[src/rtl/fetch_unit_pkg.sv]
// Shared CPU definitions: next-PC select encodings, opcodes, IR field
// positions and the fetch FSM state type.
package cpu_defs;

    localparam logic [1:0] PC_NEXT   = 2'b00;
    localparam logic [1:0] PC_BRANCH = 2'b01;
    localparam logic [1:0] PC_REG    = 2'b10;
    localparam logic [1:0] PC_JUMP   = 2'b11;

    localparam logic [5:0] OP_RTYPE = 6'h00;
    localparam logic [5:0] OP_J     = 6'h02;
    localparam logic [5:0] OP_JAL   = 6'h03;
    localparam logic [5:0] OP_BEQ   = 6'h04;
    localparam logic [5:0] OP_BNE   = 6'h05;
    localparam logic [5:0] OP_ADDI  = 6'h08;
    localparam logic [5:0] OP_ORI   = 6'h0D;
    localparam logic [5:0] OP_LW    = 6'h23;
    localparam logic [5:0] OP_SW    = 6'h2B;
    localparam logic [5:0] OP_HALT  = 6'h3F;

    localparam int OPCODE_LSB = 26;
    localparam int RS_LSB     = 21;
    localparam int RT_LSB     = 16;
    localparam int RD_LSB     = 11;
    localparam int SA_LSB     = 6;

    typedef enum logic {
        IDLE = 1'b0,
        WAIT = 1'b1
    } fetch_state_t;

endpackage

[src/rtl/fetch_unit_next_pc_logic.sv]
// Combinational next-PC selection and alignment detection.
module next_pc_logic
    import cpu_defs::*;
(
    input  logic [31:0] pc,
    input  logic [31:0] pc4,
    input  logic [1:0]  pc_src,
    input  logic [31:0] imm_ext,
    input  logic [31:0] rs_data,
    input  logic [25:0] instr_index,
    output logic [31:0] next_pc,
    output logic        misalign
);

    always_comb begin
        next_pc = pc4;
        case (pc_src)
            PC_NEXT:   next_pc = pc4;
            PC_BRANCH: next_pc = pc + 32'd4 + (imm_ext << 2);
            PC_REG:    next_pc = rs_data;
            PC_JUMP:   next_pc = {pc4[31:28], instr_index, 2'b00};
            default:   next_pc = pc4;
        endcase
    end

    assign misalign = |next_pc[1:0];

endmodule

[src/rtl/fetch_unit.sv]
// Instruction-fetch stage: PC and IR registers, imem req/valid handshake
// with timeout, and IR field decode for the control unit.
module fetch_unit
    import cpu_defs::*;
#(
    parameter logic [31:0] RESET_PC     = 32'h0000_0000,
    parameter int unsigned IMEM_TIMEOUT = 15
) (
    input  logic        CLK,
    input  logic        Reset,
    input  logic        PCWre,
    input  logic        IRWre,
    input  logic [1:0]  PCSrc,
    input  logic [31:0] imm_ext,
    input  logic [31:0] rs_data,
    input  logic [31:0] imem_rdata,
    input  logic        imem_valid,
    output logic        imem_req,
    output logic [31:0] imem_addr,
    output logic [31:0] PC,
    output logic [31:0] PC4,
    output logic [31:0] IR,
    output logic [5:0]  Opcode,
    output logic [4:0]  rs,
    output logic [4:0]  rt,
    output logic [4:0]  rd,
    output logic [4:0]  sa,
    output logic [15:0] imm16,
    output logic        fetch_stall,
    output logic        fetch_err,
    output logic        pc_misalign
);

    localparam logic [3:0] TIMEOUT_CNT = 4'(IMEM_TIMEOUT);

    fetch_state_t state, state_next;
    logic [3:0]   cnt, cnt_next;
    logic         ir_load, err_set, pc_update;
    logic [31:0]  next_pc;
    logic         next_misalign;

    assign PC4         = PC + 32'd4;
    assign imem_addr   = PC;
    assign fetch_stall = (state == WAIT);
    assign pc_update   = PCWre && !fetch_stall;

    assign Opcode = IR[OPCODE_LSB +: 6];
    assign rs     = IR[RS_LSB +: 5];
    assign rt     = IR[RT_LSB +: 5];
    assign rd     = IR[RD_LSB +: 5];
    assign sa     = IR[SA_LSB +: 5];
    assign imm16  = IR[15:0];

    next_pc_logic u_next_pc (
        .pc          (PC),
        .pc4         (PC4),
        .pc_src      (PCSrc),
        .imm_ext     (imm_ext),
        .rs_data     (rs_data),
        .instr_index (IR[25:0]),
        .next_pc     (next_pc),
        .misalign    (next_misalign)
    );

    always_comb begin
        state_next = state;
        cnt_next   = cnt;
        ir_load    = 1'b0;
        err_set    = 1'b0;
        imem_req   = 1'b0;
        case (state)
            IDLE: begin
                imem_req = IRWre;
                cnt_next = '0;
                if (IRWre) begin
                    if (imem_valid) ir_load = 1'b1;
                    else            state_next = WAIT;
                end
            end
            WAIT: begin
                imem_req = 1'b1;
                cnt_next = cnt + 4'd1;
                // A valid arriving on the timeout cycle still completes the fetch
                if (imem_valid) begin
                    ir_load    = 1'b1;
                    state_next = IDLE;
                end else if (cnt_next == TIMEOUT_CNT) begin
                    err_set    = 1'b1;
                    state_next = IDLE;
                end
            end
        endcase
    end

    always_ff @(posedge CLK) begin
        if (!Reset) begin
            state       <= IDLE;
            cnt         <= '0;
            PC          <= RESET_PC;
            IR          <= '0;
            fetch_err   <= 1'b0;
            pc_misalign <= 1'b0;
        end else begin
            state       <= state_next;
            cnt         <= cnt_next;
            if (ir_load)   IR        <= imem_rdata;
            if (err_set)   fetch_err <= 1'b1;
            if (pc_update) PC        <= {next_pc[31:2], 2'b00};
            pc_misalign <= pc_update && next_misalign;
        end
    end

endmodule

[config.mk]
export PLATFORM = sky130hd
export DESIGN_NAME = fetch_unit
export DESIGN_NICKNAME = d
export VERILOG_FILES = /design/src/rtl/fetch_unit_pkg.sv /design/src/rtl/fetch_unit_next_pc_logic.sv /design/src/rtl/fetch_unit.sv
export SDC_FILE = /design/constraint.sdc
export NUM_CORES = 1
export LEC_CHECK = 0
export BUFFER_PORTS_ARGS = -buffer_cell sky130_fd_sc_hd__buf_2
export CAP_MARGIN = 20
export CORE_ASPECT_RATIO = 1.75
export CORE_UTILIZATION = 49
export CTS_CLUSTER_DIAMETER = 100
export DETAILED_ROUTE_END_ITERATION = 8
export GPL_TIMING_DRIVEN = 0
export PLACE_DENSITY_LB_ADDON = 0.3
export SETUP_SLACK_MARGIN = 0.15
export SYNTH_ARGS = -nofsm -noshare
export SYNTH_HDL_FRONTEND = slang
export SYNTH_HIERARCHICAL = 1
export SYNTH_SLANG_ARGS = --single-unit
[constraint.sdc]
create_clock -name CLK -period 3.6 [get_ports CLK]
set_input_delay 0.54 -clock CLK [delete_from_list [all_inputs] [get_ports CLK]]
set_output_delay 0.54 -clock CLK [all_outputs]
set_load 0.005 [all_outputs]
### Yosys cells after proc, flatten, opt, wreduce, memory -nomap -nowiden

Index checks and enable logic that the tools add are counted.

| storage, ports and cells | value |
|---|---|
| register bits after elaboration | 69 |
| bits of input ports | 103 |
| output and inout port bits | 174 |
| word-level logic and storage cells | 33 |

| operators by class | value |
|---|---|
| add/sub/neg operators | 3 |
| equal/unequal tests | 4 |
| multiplexer cells | 14 |
| bitwise gates (word level) | 1 |
| reduce and logical (&&, ||, !) cells | 5 |

Operator list:

| operator | count |
|---|---|
| $pmux W32 S4 | 1 |
| $add A32 B3 Y32 const B | 1 |
| $add A32 B32 Y32 | 1 |
| $mux W1 | 9 |
| $pmux W4 S2 | 1 |
| $pmux W1 S2 | 3 |
| $add A4 B1 Y4 const B | 1 |
| $eq A2 B2 Y1 const B | 2 |
| $eq A4 B4 Y1 const B | 1 |
| $eq A2 B1 Y1 const B | 1 |
| $logic_and A1 B1 Y1 | 2 |
| $logic_not A2 Y1 | 1 |
| $reduce_or A2 Y1 | 1 |
| $logic_not A1 Y1 | 1 |
| $not A1 Y1 | 1 |

### Depth between registers and ports, before layout

Gate-level depths: netlist of the first run.

| logic depth | value |
|---|---|
| depth after elaboration | 5 |
| gate-level depth with buffers | 16 |
| depth with buffers taken out | 16 |

### By module

The synthesis of the first run kept the hierarchy.

By module, submodules not included:

| module | times used | cells each | area each (µm²) | seq. area each (µm²) |
|---|---|---|---|---|
| fetch_unit | 1 | 464 | 3786.1 | 1381.3 |
| next_pc_logic | 1 | 315 | 2678.8 | 0.0 |

### Worst setup path after synthesis of the first run

OpenSTA, ideal clock, no wires.

| path | value |
|---|---|
| kind | input-to-reg |
| start point | input port imm_ext[9] |
| end point | register PC[22] |
| setup time | 122 ps |
| data arrival time | 3067 ps |
| data required time | 3478 ps |
| path slack | 411 ps |
| stages | 13 |
| path buffers | 1 |
| cells stage by stage | ha_1 ha_1 buf_4 nand2_1 or3_1 o211a_1 o21a_2 or4_4 nand2_1 xor2_1 mux4_2 nand2_1 a21boi_0 |

| on the way | value |
|---|---|
| longest elaborated chain between the ends | 2 |

Ends and longest elaborated chain:

| what | RTL line | text |
|---|---|---|
| from (decl) | fetch_unit.sv:14 | `input logic [31:0] imm_ext,` |
| $add A32 B32 Y32 | fetch_unit_next_pc_logic.sv:19 | `PC_BRANCH: next_pc = pc + 32'd4 + (imm_ext << 2);` |
| $pmux W32 S4 | fetch_unit_next_pc_logic.sv:17 | `case (pc_src)` |
| via next_pc[22] | fetch_unit.sv:39 | `logic [31:0] next_pc;` |
| to (signal assigned) | fetch_unit.sv:108 | `if (pc_update) PC <= {next_pc[31:2], 2'b00};` |
| to (decl) | fetch_unit.sv:20 | `output logic [31:0] PC,` |

The timed path passes the listed nets, and every way through them passes these cells.
A chain may end at the register's enable or synchronous reset.

### Worst setup path after layout of the first run

| path | value |
|---|---|
| start point | register PC[3] |
| end point | register PC[17] |

| on the way | value |
|---|---|
| longest elaborated chain between the ends | 3 |

Ends and longest elaborated chain:

| what | RTL line |
|---|---|
| $add A32 B3 Y32 (*) | fetch_unit_next_pc_logic.sv:19, fetch_unit.sv:42 |
| $add A32 B32 Y32 | fetch_unit_next_pc_logic.sv:19 |
| $pmux W32 S4 (*) | fetch_unit_next_pc_logic.sv:17 |
| via next_pc[17] | fetch_unit.sv:39 |

The timed path passes the listed nets; every way through them passes the cells marked *.

==> results of run 1 <==
[timing repair]
item                                    in CTS  in global routing
pin swaps                                    1                  1
hold buffers                                 0                  0
buffers inserted                             0                  1
gates resized for setup                      1                  9
endpoints found under the setup margin       3                 10
[kinds of logic (layout without fill, tap and decap cells)]
kind of cell	Yosys count	after routing	share of synthesized area [%]
adder cells (fa/ha/maj)	61	61	11.92
other	1	10	0.05801
XOR/XNOR	57	57	7.722
AO/OA/AOI/OAI	170	170	18.39
AND/OR/NAND/NOR	255	255	18.95
flip-flops	69	69	21.37
multiplexers	32	32	8.806
buffers and inverters	134	416	12.79
[power breakdown]
part / internal (mW) / leakage, nW / total, mW / switching [mW]
sequential: 0.810 / 0.567 / 0.886 / 0.0758
clock: 0.618 / 0.159 / 1.01 / 0.392
combinational: 0.429 / 3.68 / 0.861 / 0.432
total: 1.86 / 4.41 / 2.76 / 0.900
[state kept, by name, indices dropped and copies added, names as in the netlist]
| signal | count |
|---|---|
| IR | 32 |
| PC | 30 |
| fetch_stall | 1 |
| pc_misalign | 1 |
| fetch_err | 1 |
| cnt | 4 |
[cell usage in the layout (no fill, tap or decap), drive strengths merged, types with 6 or more instances in the layout]
master	count
buf	357
nand2	158
dfxtp	69
a21boi	64
ha	60
clkbuf	37
xnor2	34
a21oi	31
xor2	23
nor2	23
nand3	21
mux4	19
inv	18
a21o	16
o21ai	14
conb	10
o22ai	10
mux2	9
and3	9
nand4	9
nor3	8
and4	7
nor2b	6
a31oi	6
[final cells by class]
cell class,count,share of cell area (%)
Buffer,119,9.176
Clock buffer,9,2.681
Clock inverter,7,1.251
Inverter,15,0.6703
Multi-Input combinational cell,585,51.24
Sequential cell,69,16.55
Tap cell,171,2.547
Timing Repair Buffer,266,15.88
[per-stage QoR]
step | power, mW | setup slack (ns) | setup TNS [ns] | cell area [sq um]
2_1_floorplan | 1.438 | 0.4112 | 0 | 6499
3_3_place_gp | 1.729 | -0.1380 | -0.1739 | 8039
3_5_place_dp | 1.746 | -0.1177 | -0.1474 | 8039
4_1_cts | 2.765 | 0.1500 | 0 | 8376
5_1_grt | 2.900 | 0.1642 | 0 | 8399
6_report | 2.756 | 0.2445 | 0 | 8399
[critical path: stages, from the launching register on]
cell and delay [ns]:
dfxtp_1 0.40, ha_1 0.34, ha_1 0.18, inv_1 0.06
fa_1 0.40, nor2b_1 0.24, o2111ai_1 0.13, nand2_1 0.20
a21oi_2 0.13, a311oi_2 0.40, xor2_1 0.13, mux4_2 0.47
nand2_1 0.07, a21boi_0 0.08
[routing by layer]
layer,global-route usage [%],wire length (microns),vias to the layer above
met4,13.75,746,0
met2,55.75,11270,270
met5,0,0,-
met3,4.455,1089,60
met1,31.16,7287,3110
li1,-,-,3230
[path summary, 6_finish.rpt]
check / startpoint / to / cells after the start
max: PC[3]$_SDFFE_PN0P_ / PC[17]$_SDFFE_PN0P_ / 13
min: imem_valid / fetch_stall$_SDFF_PN0_ / 2
max reg2reg: PC[3]$_SDFFE_PN0P_ / PC[17]$_SDFFE_PN0P_ / 13
min reg2reg: fetch_err$_SDFFE_PN0P_ / fetch_err$_SDFFE_PN0P_ / 1
==> impl_metrics.csv, run 1 <==
group,metric,value,unit
yosys,synth_edf_count,0,
worst_setup_path,endpoint_kind,"flip-flop",
cts,cts_tree,"built",
cts,cts_buffer_depth,2,
yosys,yosysWarnings,6,
routing,vias,6670,
floorplanning,start_util,50.24,%
cts,cts_root_buf,"clkbuf_16",
worst_setup_path,worstPathRequired,3.83,ns
yosys,yosysTopAreaCell,"dfxtp_1",
routing,drt-total-wl,20.39,mm
yosys,synthTopCellsByArea,"dfxtp_1 21%, ha_1 12%, buf_4 9.5%",
floorplanning,core.rowCount,55,
sta,holdWs,0.4152,ns
floorplanning,coreArea,12870,sq um
sta,fin_crit_sh,93.21,%
placed_design,gp_congestion,0.9381,
run,maxCapViolCount,0,
sta,rsz0062_at_grt,"no",
floorplanning,die_y,154.0,microns
routing,vias_per_cell,5.375,
cts,numCtsBuffers,9,
routing,drc_errors,0,
global_route,grt_max_degree,15,
yosys,syn_area,6465,sq um
worst_setup_path,path_class,"flip-flop to flip-flop",
cts,cts_sinks,69,
outcome,outcome,"complete, no violations",
routing,ant_nets,0,
routing,drtIter0Drc,165,
cts,clkLatencyLatePin,0.34,ns
sta,drv_slew,0,
yosys,synth_cell_types,63,
floorplanning,die_width,88.83,microns
layout,multi_input_area,4304,sq um
yosys,synthMostInstantiatedCell,"nand2_1",
sta,tightest_slew,0.8448,ns
layout,fin_cells,1241,
global_route,grt_usage,29.72,%
layout,num-nets-final,1229,
yosys,synth_top_area_share,21.37,%
pwr,power_leakage,4.409,nW
pwr,power_density,328.2,nW/um^2
pwr,irDropWorstVdd,0.2392,mV
worst_setup_path,arrival,3.58,ns
cts,htreeDepth,3,
worst_hold_path,hp-class,"input port to flip-flop",
layout,area_growth_syn_to_layout,29.92,%
layout,postLayoutCoreUtil,65.27,%
sta,slew_headroom,43.68,%
worst_setup_path,rrSetupSlack,0.24,ns
layout,drive_gt1_share,40.09,%
placed_design,port_buffers,265,
global_route,grt-ovfl-total,0,
global_route,first_global_vias,6442,
worst_setup_path,cp-start-kind,"flip-flop",
yosys,synthArstFlopShare,0,%
routing,wl_per_cell,16.43,microns
routing,drt_first_pass_iters,5,
yosys,synth_ff_type,"dfxtp_1",
floorplanning,die-area,13680,sq um
yosys,yosysSeqAreaShare,21.37,%
layout,seq_area,1390,sq um
sta,fmax,0.2980,GHz
layout,fillers,1161,
layout,diodes,0,
cts,clkSlewWorstSetupHoldPaths,0.07,ns
placed_design,placed_cells,1224,
global_route,antenna_found_initial,0,
placed_design,dp.final_hpwl,16.21,mm
sta,hold_viol_final,0,
worst_setup_path,path_max_fanout,7,
yosys,ys_ff_latch,69,
sta,finClkSkew,0.01032,ns
sta,finalSetupViolCount,0,
global_route,grt_pass1_wl,31.04,mm
yosys,syn_inst,779,
yosys,synth_area_per_cell,8.299,sq um
sta,finalCriticalPeriod,3.356,ns
floorplanning,io-pin-count,277,
yosys,synth_common_cells,"157 x nand2_1, 82 x buf_4, 69 x dfxtp_1",
(Power assumes the default switching activity.)
==> inputs of run 2 (changes only) <==
BUFFER_PORTS_ARGS = unset   (was -buffer_cell sky130_fd_sc_hd__buf_2)
CORE_AREA = 2 2 107 109   (was unset)
CORE_ASPECT_RATIO = unset   (was 1.75)
CORE_UTILIZATION = unset   (was 49)
DIE_AREA = 0 0 109 111   (was unset)
DONT_BUFFER_PORTS = 1   (was unset)
SYNTH_HIERARCHICAL = unset   (was 1)
==> run 2 against run 1 <==
Net effect: the flow now finishes with violations (setup timing); sequential share of layout area rose by 2.1 points; worst hold slack lost 0.066 ns; via count shrank 8.2%; first-iteration DRC count grew to 3.4 times the previous value; critical path depth rose by 2; combinational power rose by 2%; synthesized cell count up 0.26%; wire length grew 7.6%; setup slack lost 0.25 ns; critical endpoint is now PC[22]$_SDFFE_PN0P_.
==> impl_metrics.csv, run 2 <==
group,metric,value,unit
yosys,yosysWarnings,0,
outcome,violations,"setup timing",
global_route,grt_usage,33.73,%
global_route,grt_pass1_wl,31.08,mm
global_route,first_global_vias,5577,
layout,num-nets-final,965,
worst_hold_path,hp-class,"input port to flip-flop",
worst_setup_path,r2r_cells,15,
routing,drt-total-wl,21.94,mm
yosys,synth_area_per_cell,7.792,sq um
floorplanning,core.rowCount,39,
worst_setup_path,path_class,"flip-flop to flip-flop",
pwr,total_power,2.699,mW
pwr,p_int,1.790,mW
routing,ant_nets,0,
yosys,synth_top_area_share,22.70,%
placed_design,placed_cells,929,
cts,clkLatencyLatePin,0.34,ns
sta,finalSetupViolCount,1,
worst_setup_path,endpoint_kind,"flip-flop",
placed_design,dp.final_hpwl,16.04,mm
layout,postLayoutCoreUtil,69.13,%
layout,finalInstanceArea,7657,sq um
layout,layout_commonest_cell,"nand2_1",
sta,slew_headroom,31.72,%
layout,final_cell_mix,"119 x nand2_1, 103 x buf_4, 51 x dfxtp_1, 45 x nor2_1, 36 x a21boi_0",
yosys,syn_area,6086,sq um
yosys,synthMostInstantiatedCell,"nand2_1",
cts,cts_tree,"built",
routing,vias_per_cell,6.308,
cts,cts_buffer_depth,2,
worst_hold_path,holdPathStages,2,
sta,postLayoutSetupSlackWorst,-0.002399,ns
global_route,grt_max_degree,12,
sta,fin_crit_sh,100.1,%
pwr,power_frac_comb,32.5,%
floorplanning,die_y,111,microns
routing,drc_errors,0,
cts,cts_hold_buf,0,
floorplanning,start_util,54.94,%
global_route,antenna_found_initial,1,
yosys,synthTopCellsByArea,"dfxtp_1 23%, buf_4 9.9%, ha_1 7.6%",
yosys,synth_edf_count,0,
cts,numCtsBuffers,9,
worst_setup_path,cp-start-kind,"flip-flop",
placed_design,placed_area,6351,sq um
floorplanning,die-area,12100,sq um
sta,fmax,0.2776,GHz
worst_setup_path,worst_path_largest_cell_delay,0.45,ns
global_route,grt-ovfl-total,0,
worst_setup_path,r2r_start,"PC[2]$_SDFFE_PN0P_",
floorplanning,io-pin-count,277,
yosys,yosysTopAreaCell,"dfxtp_1",
placed_design,place_ws,-0.5260,ns
floorplanning,die_width,109,microns
floorplanning,coreArea,11080,sq um
sta,hold_viol_final,0,
worst_setup_path,crit_slowest_cell,"mux4_2",
sta,finalCriticalPeriod,3.602,ns
worst_setup_path,r2r_end,"PC[22]$_SDFFE_PN0P_",
cts,cts_root_buf,"clkbuf_16",
placed_design,port_buffers,0,
worst_hold_path,min_from,"imem_rdata[31]",
yosys,yosysSeqAreaShare,22.70,%
sta,rsz0062_at_grt,"yes",
layout,fillers,864,
cts,htreeDepth,3,
pwr,irDropWorstVdd,0.2738,mV
pwr,power_density,352.5,nW/um^2
routing,drtIter0Drc,567,
yosys,synth_cell_types,68,
routing,wl_per_cell,22.59,microns
yosys,synth_ff_type,"dfxtp_1",
yosys,syn_inst,781,
yosys,synthArstFlopShare,0,%
pwr,switchingPower,0.9088,mW
worst_hold_path,holdPathEnd,"IR[31]$_SDFFE_PN0P_",
worst_setup_path,arrival,3.83,ns
routing,drt_first_pass_iters,5,
yosys,ys_ff_latch,69,
layout,top_register,"IR",
routing,vias,6125,
pwr,switching_share,33.67,%
worst_setup_path,worstPathRequired,3.82,ns
pwr,power_leakage,3.147,nW
cts,clkSlewWorstSetupHoldPaths,0.06,ns
layout,area_growth_syn_to_layout,25.82,%
outcome,outcome,"finished with violations",
run,maxCapViolCount,0,
sta,finClkSkew,0.006564,ns
layout,fin_cells,971,
worst_setup_path,path_max_fanout,7,
layout,diodes,0,
pwr,clockPowerShare,33.5,%
sta,drv_slew,0,
placed_design,gp_congestion,0.9280,
layout,reg_top3,"IR (32), PC (30), cnt (4)",
pwr,seqPwrFrac,34.0,%
sta,tightest_slew,1.024,ns
worst_setup_path,rrSetupSlack,-0.002,ns
yosys,synth_common_cells,"123 x nand2_1, 80 x buf_4, 69 x dfxtp_1",
cts,cts_sinks,69,
layout,largest_reg_flops,32,
layout,drive_gt1_share,32.25,%
worst_setup_path,crit_chain,"ha_4, nand4_1, buf_6, nor2_4, and4_4, nand3_4, xnor2_4, ha_4, nand3_4, nor2_2, a221o_1, a21bo_2, xor2_1, mux4_2, a22o_1",
run 2: cell types whose count changed in the layout (fill, tap and decap cells not counted), moves of 10 or more:
cell,change
a21boi_0,-28
buf_2,-270
buf_4,+20
dfxtp_1,-11
dfxtp_4,+10
ha_1,-37
ha_4,+13
mux2i_1,+10
nand2_1,-38
nor2_1,+22
o21ai_1,+10
xnor2_1,-18
run 2: per-layer routing:
metal / GRT usage, % / share of wire, % / vias to the layer above
met5: 0 / 0.059 / -
met1: 42.49 / 38 / 2896
met3: 7.878 / 9.9 / 75
met4: 13.42 / 3.8 / 2
li1: - / - / 2782
met2: 54.99 / 48 / 370
run 2: cells by family after synthesis:
group,Yosys count,synth area share [%]
other,1,0.06162
xor gates and xnor gates,51,7.340
and+or+nand+nor,268,20.15
AOI/OAI and AO/OA,196,21.86
buffers and inverters,131,13.22
DFF,69,22.70
adders and majority gates,38,7.936
muxes,27,6.743
run 2: power by group through the flow:
stage                     Sequential (mW)  Combinational [mW]  Clock (mW)
after floorplan                     0.889               0.565           0
after global placement              0.918               0.693           0
after detailed placement            0.921               0.705           0
after CTS                           0.913               0.770       0.910
after global routing                0.925               0.939       0.943
final                               0.916               0.878       0.905
run 2: per-stage QoR:
step / hold slack [ns] / setup TNS, ns
finish: 0.3495 / -0.002399
global route: 0.3446 / -0.3652
CTS: 0.3473 / 0
detailed placement: 0.4761 / -3.595
global placement: 0.4575 / -3.287
floorplan: 0.4409 / 0
run 2: worst max-delay path: cells and delay by family, from the launching register on:
kind | cells | cell delay [ns]
flops | 1 | 0.40
xor+xnor | 2 | 0.39
simple gates | 6 | 0.81
compound gates | 3 | 0.84
buf+inv | 1 | 0.15
fa+ha+maj | 2 | 0.42
mux | 1 | 0.45
run 2: area by class of cell:
type	instances	area [sq um]	area share, %
clock buffers	11	252.7	3.301
flip-flops and latches	69	1429	18.66
plain buffers	113	772.0	10.08
repair buffers	27	217.7	2.843
inverters	18	67.56	0.8824
multi-input cells	586	4692	61.27
well taps	143	178.9	2.337
clock inverters	4	47.55	0.6209
run 2: worst max-delay path by stage:
| stage | cells after the start | endpoint | startpoint |
|---|---|---|---|
| after floorplan | 14 | PC[26]$_SDFFE_PN0P_ | PC[2]$_SDFFE_PN0P_ |
| after global placement | 15 | PC[31]$_SDFFE_PN0P_ | PC[4]$_SDFFE_PN0P_ |
| after detailed placement | 14 | PC[31]$_SDFFE_PN0P_ | PC[7]$_SDFFE_PN0P_ |
| after CTS | 15 | PC[22]$_SDFFE_PN0P_ | PC[4]$_SDFFE_PN0P_ |
| after global routing | 15 | PC[31]$_SDFFE_PN0P_ | PC[2]$_SDFFE_PN0P_ |
| final | 15 | PC[22]$_SDFFE_PN0P_ | PC[2]$_SDFFE_PN0P_ |
run 2: what timing repair did:
action,in CTS,in global routing
pin swaps,33,44
endpoints found under the setup margin,18,17
gates resized for setup,95,77
buffers inserted,17,10
==> inputs of run 3 (changes only) <==
REMOVE_ABC_BUFFERS = 1   (was unset)
==> run 3 against run 2 <==
Net effect: clock skew is 0.0029 ns higher; core utilization is 4.4 points lower; via count is 7.5% lower; cell area is 6.4% lower; the run now ends clean; die area stayed put; worst hold slack worse by 0.017 ns; critical endpoint unchanged; critical path type unchanged; setup slack better by 0.016 ns; register-to-register slack better by 0.02 ns; critical path depth is 2 lower; sequential share of layout area is 1.5 points higher.
==> impl_metrics.csv, run 3 (synthesis gave the netlist of run 2 again) <==
group,metric,value,unit
cts,htreeDepth,3,
sta,tightest_slew,0.9317,ns
floorplanning,io-pin-count,277,
routing,drt-total-wl,20.21,mm
worst_setup_path,arrival,3.82,ns
run,maxCapViolCount,0,
layout,top_register,"IR",
floorplanning,die-area,12100,sq um
routing,drc_errors,0,
floorplanning,start_util,54.94,%
sta,slew_headroom,37.89,%
layout,postLayoutCoreUtil,64.72,%
layout,seq_area,1443,sq um
layout,largest_reg_flops,32,
worst_hold_path,holdPathStages,1,
sta,fin_crit_sh,99.62,%
routing,wl_per_cell,23.42,microns
global_route,antenna_found_initial,0,
cts,numCtsBuffers,9,
worst_setup_path,r2r_cells,13,
cts,clkLatencyLatePin,0.34,ns
sta,drv_slew,0,
global_route,grt_max_degree,54,
routing,vias,5664,
layout,multi_input_area,4836,sq um
pwr,power_leakage,2.710,nW
worst_setup_path,endpoint_kind,"flip-flop",
worst_hold_path,min_from,"Reset",
sta,fmax,0.2788,GHz
placed_design,placed_area,5637,sq um
pwr,power_density,366.2,nW/um^2
global_route,grt_usage,31.22,%
worst_setup_path,path_max_fanout,7,
cts,cts_sinks,69,
layout,finalInstanceArea,7169,sq um
placed_design,gp_congestion,0.9312,
sta,finalSetupViolCount,0,
floorplanning,die_width,109,microns
layout,reg_top3,"IR (32), PC (30), cnt (4)",
cts,clkSlewWorstSetupHoldPaths,0.06,ns
layout,layout_commonest_cell,"nand2_1",
global_route,grt_pass1_wl,28.95,mm
cts,cts_tree,"built",
placed_design,placed_cells,820,
routing,vias_per_cell,6.563,
floorplanning,coreArea,11080,sq um
sta,rsz0062_at_grt,"yes",
placed_design,port_buffers,0,
worst_setup_path,r2r_start,"PC[2]$_SDFFE_PN0P_",
worst_setup_path,worstPathRequired,3.83,ns
outcome,outcome,"complete, no violations",
pwr,total_power,2.626,mW
sta,holdWs,0.3324,ns
floorplanning,core.rowCount,39,
layout,drive_gt1_share,26.94,%
layout,fin_cells,863,
worst_setup_path,crit_start,"PC[2]$_SDFFE_PN0P_",
global_route,first_global_vias,5570,
routing,ant_nets,0,
worst_setup_path,cp-start-kind,"flip-flop",
global_route,grt-ovfl-total,0,
cts,cts_buffer_depth,2,
sta,finalCriticalPeriod,3.586,ns
routing,drt_first_pass_iters,7,
sta,hold_viol_final,0,
layout,area_growth_syn_to_layout,17.80,%
pwr,irDropWorstVdd,0.3178,mV
routing,drtIter0Drc,367,
cts,cts_root_buf,"clkbuf_16",
worst_hold_path,hp-class,"input port to flip-flop",
layout,fillers,866,
floorplanning,die_y,111,microns
layout,num-nets-final,856,
placed_design,dp.final_hpwl,14.02,mm
layout,final_cell_mix,"118 x nand2_1, 50 x dfxtp_1, 43 x nor2_1, 36 x a21boi_0, 34 x a21oi_1",
sta,finClkSkew,0.009463,ns
worst_setup_path,path_class,"flip-flop to flip-flop",
layout,diodes,0,
-- run 3: cell types whose count changed in the layout (fill, tap and decap cells not counted), sizes merged --
| cell | before | now |
|---|---|---|
| clkbuf | 32 | 13 |
| clkdlybuf4s50 | 0 | 1 |
| buf | 119 | 30 |
| clkinv | 4 | 3 |
-- run 3: path summary, 6_finish.rpt --
| check | endpoint | slack, ns |
|---|---|---|
| min | fetch_err$_SDFFE_PN0P_ | 0.33 |
| max reg2reg | PC[22]$_SDFFE_PN0P_ | 0.01 |
| min reg2reg | cnt[0]$_SDFF_PN0_ | 0.49 |
| max | PC[22]$_SDFFE_PN0P_ | 0.01 |
-- run 3: area by class of cell --
type | count | area share, %
clock buffer | 13 | 3.770
clock inverter | 3 | 0.5934
inverter | 18 | 0.9424
multi-input combinational | 586 | 67.45
sequential | 69 | 20.12
tap | 143 | 2.496
timing repair buffer | 31 | 4.625
-- run 3: power by group --
group	internal (mW)	switching (mW)
clock network	0.592	0.339
registers	0.812	0.116
logic	0.353	0.413
-- run 3: routing by layer --
| metal | wire length, microns | GRT usage, % |
|---|---|---|
| met1 | 7110 | 34.23 |
| met2 | 10160 | 53.71 |
| met3 | 2114 | 11.35 |
| met4 | 821 | 12.65 |
| met5 | 0 | 0 |
-- run 3: stage by stage --
| stage | TNS (ns) | setup WS [ns] |
|---|---|---|
| after floorplan | -0.4071 | -0.1752 |
| after global placement | -13.21 | -1.041 |
| after detailed placement | -14.15 | -1.083 |
| after CTS | 0 | 0.07692 |
| after global routing | -0.6135 | -0.1444 |
| final | 0 | 0.01352 |
-- run 3: timing repair --
item,in CTS,in global routing
setup buffers,16,11
setup endpoints to repair,21,16
pin swaps,32,40
hold buffers,0,0
hold endpoints to repair,0,0
gates resized for setup,124,66
gates cloned,0,0
-- run 3: worst max-delay path: stages, from the launching register on --
cell and delay, ns:
dfxtp_4 0.41, nand2_1 0.10, or3_4 0.45, nor2_4 0.22, nand3_4 0.12, xnor2_4 0.32
ha_4 0.26, a21oi_2 0.18, o21ai_0 0.14, a31oi_2 0.20, a21bo_1 0.25, xor2_1 0.15
mux4_2 0.48, a22o_1 0.20
